==> config.mk <==
export PLATFORM = sky130hd
export DESIGN_NAME = obc_answer_responder
export DESIGN_NICKNAME = d
export VERILOG_FILES = /design/src/rtl/obc_link_pkg.sv /design/src/rtl/obc_answer_responder_fifo.sv /design/src/rtl/obc_answer_responder.sv
export SDC_FILE = /design/constraint.sdc
export NUM_CORES = 1
export LEC_CHECK = 0
export ABC_AREA = 1
export BUFFER_PORTS_ARGS = -buffer_cell sky130_fd_sc_hd__buf_2
export CELL_PAD_IN_SITES_DETAIL_PLACEMENT = 1
export CELL_PAD_IN_SITES_GLOBAL_PLACEMENT = 1
export CORE_MARGIN = 8
export CORE_UTILIZATION = 43
export DETAILED_ROUTE_END_ITERATION = 16
export GPL_TIMING_DRIVEN = 0
export PLACE_DENSITY = 0.79
export SYNTH_ARGS = -nofsm -noshare
export SYNTH_HDL_FRONTEND = slang
export SYNTH_SLANG_ARGS = --single-unit
==> constraint.sdc <==
create_clock -name clk -period 2.3 [get_ports clk]
set_input_delay 0.46 -clock clk [delete_from_list [all_inputs] [get_ports clk]]
set_output_delay 0.46 -clock clk [all_outputs]
set_load 0.1 [all_outputs]
==> src/rtl/obc_link_pkg.sv <==
// Shared definitions for the watchdog challenge/response link.
// Both the checker and the responder import compute_answer, so the two ends cannot drift apart.
package obc_link_pkg;

  localparam int ANS_W = 4;

  typedef enum logic [1:0] {
    IDLE    = 2'd0,
    WAIT    = 2'd1,
    PRESENT = 2'd2
  } state_t;

  function automatic logic [ANS_W-1:0] compute_answer(input logic [ANS_W-1:0] q);
    logic [ANS_W-1:0] a;
    a[0] = ~q[0];
    a[1] = q[0] ^ q[1];
    a[2] = q[1] ^ q[2];
    a[3] = q[2] ^ q[3];
    return a;
  endfunction

endpackage

==> src/rtl/obc_answer_responder_fifo.sv <==
// Question FIFO for the answer responder.
// The pointers wrap naturally because DEPTH is a power of two; full and empty come from the occupancy count.
module question_fifo
  import obc_link_pkg::*;
#(
  parameter  int DEPTH = 4,
  localparam int AW    = $clog2(DEPTH)
) (
  input  logic             clk,
  input  logic             reset,
  input  logic             push,
  input  logic [ANS_W-1:0] wr_data,
  input  logic             pop,
  output logic [ANS_W-1:0] rd_data,
  output logic             full,
  output logic             empty,
  output logic [AW:0]      count
);

  localparam logic [AW:0] FULL_CNT = (AW+1)'(DEPTH);

  logic [ANS_W-1:0] mem [DEPTH];
  logic [AW-1:0]    wr_ptr;
  logic [AW-1:0]    rd_ptr;
  logic             push_ok;
  logic             pop_ok;

  // A full FIFO refuses a push even when a pop happens on the same edge.
  assign full    = (count == FULL_CNT);
  assign empty   = (count == '0);
  assign push_ok = push && !full;
  assign pop_ok  = pop && !empty;
  assign rd_data = mem[rd_ptr];

  always_ff @(posedge clk) begin
    if (push_ok) begin
      mem[wr_ptr] <= wr_data;
    end
  end

  always_ff @(posedge clk or posedge reset) begin
    if (reset) begin
      wr_ptr <= '0;
      rd_ptr <= '0;
      count  <= '0;
    end else begin
      if (push_ok) begin
        wr_ptr <= wr_ptr + 1'b1;
      end
      if (pop_ok) begin
        rd_ptr <= rd_ptr + 1'b1;
      end
      unique case ({push_ok, pop_ok})
        2'b10:   count <= count + 1'b1;
        2'b01:   count <= count - 1'b1;
        default: ;
      endcase
    end
  end

endmodule

==> src/rtl/obc_answer_responder.sv <==
// OBC-side responder that buffers questions, transforms them, and presents each answer
// after a programmable delay on a valid/ready handshake.
module obc_answer_responder
  import obc_link_pkg::*;
#(
  parameter  int DEPTH      = 4,
  parameter  int RESP_DELAY = 2,
  parameter  int CNT_W      = 16,
  localparam int PW         = $clog2(DEPTH) + 1
) (
  input  logic             clk,
  input  logic             reset,
  input  logic [ANS_W-1:0] question,
  input  logic             q_valid,
  output logic             q_ready,
  output logic [ANS_W-1:0] answer,
  output logic             ans_valid,
  input  logic             ans_ready,
  input  logic             fault_en,
  output logic [PW-1:0]    pending,
  output logic [CNT_W-1:0] answered_count
);

  localparam logic [7:0] DLY_INIT   = 8'(RESP_DELAY);
  localparam state_t     LOAD_STATE = (RESP_DELAY == 0) ? PRESENT : WAIT;
  localparam logic       LOAD_VALID = (RESP_DELAY == 0);

  state_t           state;
  logic [7:0]       dly_cnt;
  logic             full;
  logic             empty;
  logic             pop;
  logic [ANS_W-1:0] head;
  logic [ANS_W-1:0] ld_answer;

  function automatic logic [CNT_W-1:0] sat_inc(input logic [CNT_W-1:0] v);
    return (&v) ? v : v + 1'b1;
  endfunction

  question_fifo #(
    .DEPTH (DEPTH)
  ) u_fifo (
    .clk     (clk),
    .reset   (reset),
    .push    (q_valid),
    .wr_data (question),
    .pop     (pop),
    .rd_data (head),
    .full    (full),
    .empty   (empty),
    .count   (pending)
  );

  assign q_ready = !full;

  // A pop happens from IDLE, or right after a handshake so answers can run back-to-back.
  assign pop       = !empty && ((state == IDLE) || ((state == PRESENT) && ans_ready));
  assign ld_answer = compute_answer(head) ^ {ANS_W{fault_en}};

  always_ff @(posedge clk or posedge reset) begin
    if (reset) begin
      state          <= IDLE;
      dly_cnt        <= '0;
      answer         <= '0;
      ans_valid      <= 1'b0;
      answered_count <= '0;
    end else begin
      unique case (state)
        IDLE: begin
          if (!empty) begin
            answer    <= ld_answer;
            dly_cnt   <= DLY_INIT;
            state     <= LOAD_STATE;
            ans_valid <= LOAD_VALID;
          end
        end
        WAIT: begin
          if (dly_cnt == 8'd1) begin
            state     <= PRESENT;
            ans_valid <= 1'b1;
          end else begin
            dly_cnt <= dly_cnt - 1'b1;
          end
        end
        PRESENT: begin
          if (ans_ready) begin
            answered_count <= sat_inc(answered_count);
            if (!empty) begin
              answer    <= ld_answer;
              dly_cnt   <= DLY_INIT;
              state     <= LOAD_STATE;
              ans_valid <= LOAD_VALID;
            end else begin
              state     <= IDLE;
              ans_valid <= 1'b0;
            end
          end
        end
        default: begin
          state     <= IDLE;
          ans_valid <= 1'b0;
        end
      endcase
    end
  end

endmodule

Yosys cells after proc, flatten, opt, wreduce, memory -nomap -nowiden:

Memories as Yosys holds them, arrays and structs flattened.
Index checks and enable logic that the tools add are counted.

* register bits: 38
* latch bits: 0
* bits in writable memories: 16
* ROM bits: 0
* input bits: 9
* output and inout bits: 25
* logic and storage cells: 67
* memories kept: 1

Memory list
* u_fifo.mem: words 4, bits a word 4, rd ports 1, clocked after memory_dff 0, write ports 1, RTL line obc_answer_responder_fifo.sv:22 `logic [ANS_W-1:0] mem [DEPTH];`

* add/subtract/negate cells: 6
* multiply operators: 0
* divide/modulo/power cells: 0
* magnitude comparators: 0
* eq/ne operators: 10
* shift-type cells: 0
* multiplexer cells: 19
* bitwise operators: 6
* reduce and logical (&&, ||, !) cells: 17

Operator list (count)
* $mux W8: 3
* $pmux W8 S3: 1
* $add A16 B1 Y16 const B: 1
* $reduce_and A16 Y1: 1
* $reduce_and A3 Y1: 3
* $eq A8 B1 Y1 const B: 1
* $mux W4: 2
* $ne A2 B2 Y1 const B: 4
* $pmux W4 S2: 1
* $sub A8 B1 Y8 const B: 1
* $mux W1: 6
* $mux W2: 3
* $pmux W2 S3: 1
* $pmux W3 S2: 1
* $add A2 B1 Y2 const B: 2
* $eq A2 B1 Y1 const B: 2
* $eq A2 B2 Y1 const B: 2
* $logic_and A1 B1 Y1: 4
* $reduce_bool A2 Y1: 2
* $xor A4 B4 Y4: 1
* $add A3 B1 Y3 const B: 1
* $eq A3 B3 Y1 const B: 1
* $logic_not A3 Y1: 1
* $pmux W1 S3: 1
* 8 further kinds: 12

Logic depth before layout (Yosys ltp):

* word-level depth: 7
* gate-level depth with buffers: 10
* depth with buffers taken out: 10

By module:

A second synthesis with hierarchy kept.

* cell total of the unflattened synthesis: 371
* area, all modules: 2980.4 um2

By module, submodules not included
* obc_answer_responder: times used 1, cells an instance 263, area each 1873.0 um2, seq. area each 775.7 um2
* question_fifo: times used 1, cells an instance 108, area each 1107.3 um2, seq. area each 655.6 um2

Least setup slack after synthesis:

Ideal clock, no wire load.

* path type: reg-to-reg
* start: register u_fifo.count[2]
* end: register u_fifo.count[2]
* setup time: 131 ps
* data arrival time: 3427 ps
* data required time: 2169 ps
* slack: -1258 ps
* stages on the path, launching flop included: 9
* buffers on the path: 0
* period minus slack after synthesis: 3558 ps
* cells stage by stage: dfrtp_1 nand3_1 nand2_1 ha_1 inv_1 fa_1 a21oi_1 o21ai_0 xor2_1

* elaborated cells on any way between the ends: 13
* those cells by class: add/sub: 2; eq/ne: 3; mux: 1; reduce/logical: 7

RTL lines
* from (decl): RTL line obc_answer_responder_fifo.sv:17 `output logic [AW:0] count`
* from (signal assigned): RTL line obc_answer_responder_fifo.sv:54 `2'b10: count <= count + 1'b1;`
* from (signal assigned): RTL line obc_answer_responder_fifo.sv:55 `2'b01: count <= count - 1'b1;`
* $eq A3 B3 Y1 *: RTL line obc_answer_responder_fifo.sv:29 `assign full = (count == FULL_CNT);`
* $logic_not A1 Y1 *
* net q_ready: RTL line obc_answer_responder.sv:15 `output logic q_ready,`
* $logic_and A1 B1 Y1 *: RTL line obc_answer_responder_fifo.sv:31 `assign push_ok = push && !full;`
* $eq A2 B1 Y1 or $eq A2 B2 Y1 (tied branches): RTL line obc_answer_responder_fifo.sv:53 `unique case ({push_ok, pop_ok})`
* $pmux W3 S2 or $reduce_bool A2 Y1 (tied branches)

Mark *: on every way through the listed nets, which the timed path passes. The rest lies on a longest branch.
A chain may end at the register's enable or synchronous reset.

Worst setup path in the final report:

* start: register state[0]
* end: register u_fifo.count[2]

* word-level cells in the longest chain between the ends: 7
* elaborated cells on any way between the ends: 10
* those cells by class: eq/ne: 3; mux: 1; reduce/logical: 6

Ends and longest elaborated chain
* from (decl): RTL line obc_answer_responder.sv:28 `state_t state;`
* from (signal assigned): RTL line obc_answer_responder.sv:62 `state <= IDLE;`
* from (signal assigned): RTL line obc_answer_responder.sv:73 `state <= LOAD_STATE;`
* from (signal assigned): RTL line obc_answer_responder.sv:79 `state <= PRESENT;`
* $eq A2 B2 Y1: RTL line obc_answer_responder.sv:57 `assign pop = !empty && ((state == IDLE) || ((state == PRESENT) && ans_ready));`
* $logic_and A1 B1 Y1: RTL line obc_answer_responder.sv:57
* $logic_or A1 B1 Y1 *: RTL line obc_answer_responder.sv:57
* $logic_and A1 B1 Y1 *: RTL line obc_answer_responder.sv:57
* $logic_and A1 B1 Y1 *: RTL line obc_answer_responder_fifo.sv:32 `assign pop_ok = pop && !empty;`
* net u_fifo.pop_ok: RTL line obc_answer_responder_fifo.sv:26 `logic pop_ok;`
* $eq A2 B1 Y1 or $eq A2 B2 Y1 (tied branches): RTL line obc_answer_responder_fifo.sv:53
* $pmux W3 S2 or $reduce_bool A2 Y1 (tied branches)

Marked as above.

==> summary.md <==
### Status
- **run status** finished clean

### Floorplanning
- **Top Ports** 34
- **Die Span Y** 97.0 µm
- **horizontal die dimension** 97.0 µm
- **count of standard-cell rows** 29
- **Die ar.** 0.00941 mm²
- **effective utilization at floorplan** 0.444
- **area of the core region** 0.00635 mm²

### Clock tree
- **clock transition at the registers of the reported paths** 0.11 ns
- **master cell of the clock root buffer** clkbuf_8
- **number of H-tree levels** 2
- **hold buffers post-CTS** 0
- **clock tree from TritonCTS** built
- **Clk Latency, worst-skew pair** 0.31 ns
- **maximum clock insertion buffer count** 2
- **Post-CTS Setup Inserts** 0
- **total number of clock tree sinks** 53
- **Inserted Clock Buffers** 5

### Power and ir drop
- **power density over cell area** 1410 mW/mm²
- **Pleak** 1.57 nW
- **total power after layout** 0.00456 W
- **worst ir drop on vdd** 0.955 mV

### Timing
- **post-layout worst setup margin** 0.249 ns
- **Achievable Freq** 488 MHz
- **final count of pins violating max slew** 0
- **measured slew at the worst slew-check pin** 0.813 ns
- **post-route fraction of the period consumed by the critical path** 0.892
- **headroom to the max-slew limit** 0.457
- **RSZ-0062 raised after global routing** false
- **Final Hold Viols** 0
- **final-layout setup total negative slack** 0 ns
- **Layout Skew** 0.0160 ns
- **final setup violation count** 0
- **final critical-path required period** 2.05 ns

### Worst setup path
- **type of element capturing the critical path** flip-flop
- **critical path launch point type** flip-flop
- **maximum fanout along the worst path** 7
- **data required time at the worst endpoint** 2.50 ns
- **type of the setup path with the least slack** reg2reg
- **data arrival at the endpoint of the critical path** 2.25 ns

### Place
- **DPL Wire Length** 5090 µm
- **Port-buffer cells** 33
- **number of placed cells counting well taps** 455
- **Post-Place Worst Slack** -0.0168 ns
- **cell area reported after detailed placement** 0.00312 mm²
- **global placer's final weighted congestion** 0.791

### Route
- **Routed WL per cell** 14.2 µm
- **drt total wl** 6550 µm
- **DRC violation total after the first TritonRoute iteration** 75
- **DRT antenna net count** 0
- **drc violations** 0
- **mean number of vias per cell** 5.03
- **overall via count from detail_route** 2328
- **DRT Pass-1 Iters** 4

### Global route
- **global route total overflow** 0
- **global-route wire length before repair** 11500 µm
- **initial antenna violation count** 0
- **pin count of the biggest net entering global routing** 38
- **global routing usage summed across all routing layers** 0.143
- **vias in the first global route** 2522

### Logic synthesis
- **number of library cell types mapped by synthesis** 23
- **simple-gate portion of the synthesized area** 0.294
- **total number of yosys warnings** 0
- **number of synthesized flops with an enable pin** 16
- **netlist area before placement** 0.00282 mm²
- **proportion of synthesized area in mux cells** 0
- **post-synthesis sequential area ratio** 0.499
- **post-synthesis cell count** 345
- **share of the synthesized netlist area taken by xor and xnor gates** 0.0621
- **nets in the synthesized netlist** 363
- **Mapped Avg Cell Area** 8.17 µm²
- **area fraction in compound gates after synthesis** 0.0373
- **dominant combinational cell family by area after synthesis** simple AND/OR/NAND/NOR gates
- **dominant register cell in the synthesized netlist** dfrtp_1
- **Post-synth ARST share** 0.698
- **adder-cell share of the synthesized area** 0.0426
- **synthesis-stage register bit count** 53

### Run
- **Maximum Capacitance Violations** 0

### Cells and area
- **count of non-filler cells in the finished layout** 463
- **antenna fix cells** 0
- **share of layout cells above drive strength 1** 0.158
- **number of nets in the final layout** 403
- **post-synthesis to final-layout area growth** 14.6%
- **final design area excluding fillers** 0.00323 mm²

### Worst hold path
- **class of the tightest hold or removal check** in2async

[kinds of logic (layout without fill, tap and decap cells)]
logic type	Yosys count	in the layout
AND/OR/NAND/NOR	203	203
XOR/XNOR	20	20
buffers and inverters	40	81
adder cells (fa/ha/maj)	9	9
flip-flops	53	53
AO/OA/AOI/OAI	20	20
[sequential cells by signal, summed over array words and instances (netlist names)]
signal	cells
u_fifo.count	3
state	1
ans_valid	1
answer	4
dly_cnt	8
u_fifo.rd_ptr	2
u_fifo.wr_ptr	2
answered_count	16
u_fifo.mem	16
[synth_stat cells, drive strengths merged (4+ instances only)]
library cell    n  share of area
xnor2          10          0.031
o21ai          14          0.025
xor2           10          0.031
buf             5          0.019
edfxtp         16           0.17
nand3          32          0.059
inv            34          0.045
ha              8          0.035
nand2         128           0.17
nor3            5          0.011
a21oi           4         0.0071
nor2           35          0.047
dfrtp          37           0.33
[where the power goes]
| group | internal [W] | leakage, nW | total [W] | switching (W) |
|---|---|---|---|---|
| clock | 0.000251 | 0.0518 | 0.000573 | 0.000322 |
| sequential | 0.00127 | 0.621 | 0.00151 | 0.000241 |
| combinational | 0.000630 | 0.901 | 0.00247 | 0.00184 |
[critical path: stages, from the launching register on]
cell	delay, ns
dfrtp_1	0.41
inv_1	0.12
o21ai_0	0.17
nor2_4	0.25
ha_2	0.20
inv_1	0.07
fa_2	0.35
a21oi_1	0.14
o21ai_1	0.09
xor2_1	0.14
[cells in the final DEF (no fill, tap or decap), types with 2 or more instances in the layout]
cell type  instances
nand2_1          127
buf_2             35
nor2_1            33
dfrtp_1           33
inv_1             31
nand3_1           30
edfxtp_1          16
o21ai_0           13
xor2_1            10
xnor2_1           10
ha_1               7
clkbuf_8           6
a21oi_1            4
nor3_1             4
dfrtp_4            3
inv_4              2
o21bai_1           2
buf_6              2
nand4_1            2
[worst paths after layout]
kind	from	endpoint	slack, ns	cells after the start
setup / recovery	state[0]	u_fifo.count[2]	0.25	9
hold / removal	reset	u_fifo.wr_ptr[0]	0.30	2
setup reg to reg	state[0]	u_fifo.count[2]	0.25	9
hold reg to reg	answer[3]	answer[3]	0.48	2
max in group asynchronous	reset	u_fifo.count[2]	1.42	2
min in group clk	question[1]	u_fifo.mem[2][1]	0.37	1
[per-stage QoR]
stage          utilization  hold slack, ns
2_1_floorplan            -           0.449
3_3_place_gp         0.492           0.459
3_5_place_dp         0.492           0.464
4_1_cts              0.508           0.325
5_1_grt              0.509           0.363
6_report             0.509           0.296
[cell type report]
| type | instances | area [µm²] |
|---|---|---|
| Timing Repair Buffer | 33 | 165 |
| Tap cell | 77 | 96.3 |
| Sequential cell | 53 | 1420 |
| Clock inverter | 2 | 17.5 |
| Inverter | 35 | 136 |
| Buffer | 5 | 52.6 |
| Clock buffer | 6 | 82.6 |
| Fill cell | 790 | 3120 |
| Multi-Input combinational cell | 252 | 1260 |
[repair_timing]
item | in CTS | in global routing
gates cloned | 0 | 0
endpoints found under the setup margin | 1 | 1
endpoints found under the hold margin | 0 | 0
resized for setup | 1 | 1
[layer usage]
layer  routed length [µm]  track usage  vias up
met5                    0            0        -
met3                  209       0.0306        8
met1                 3040        0.170     1123
li1                     -            -     1170
met4                   84       0.0402        0
met2                 3220        0.252       27
Note: power is estimated with default switching activity, not from simulation.
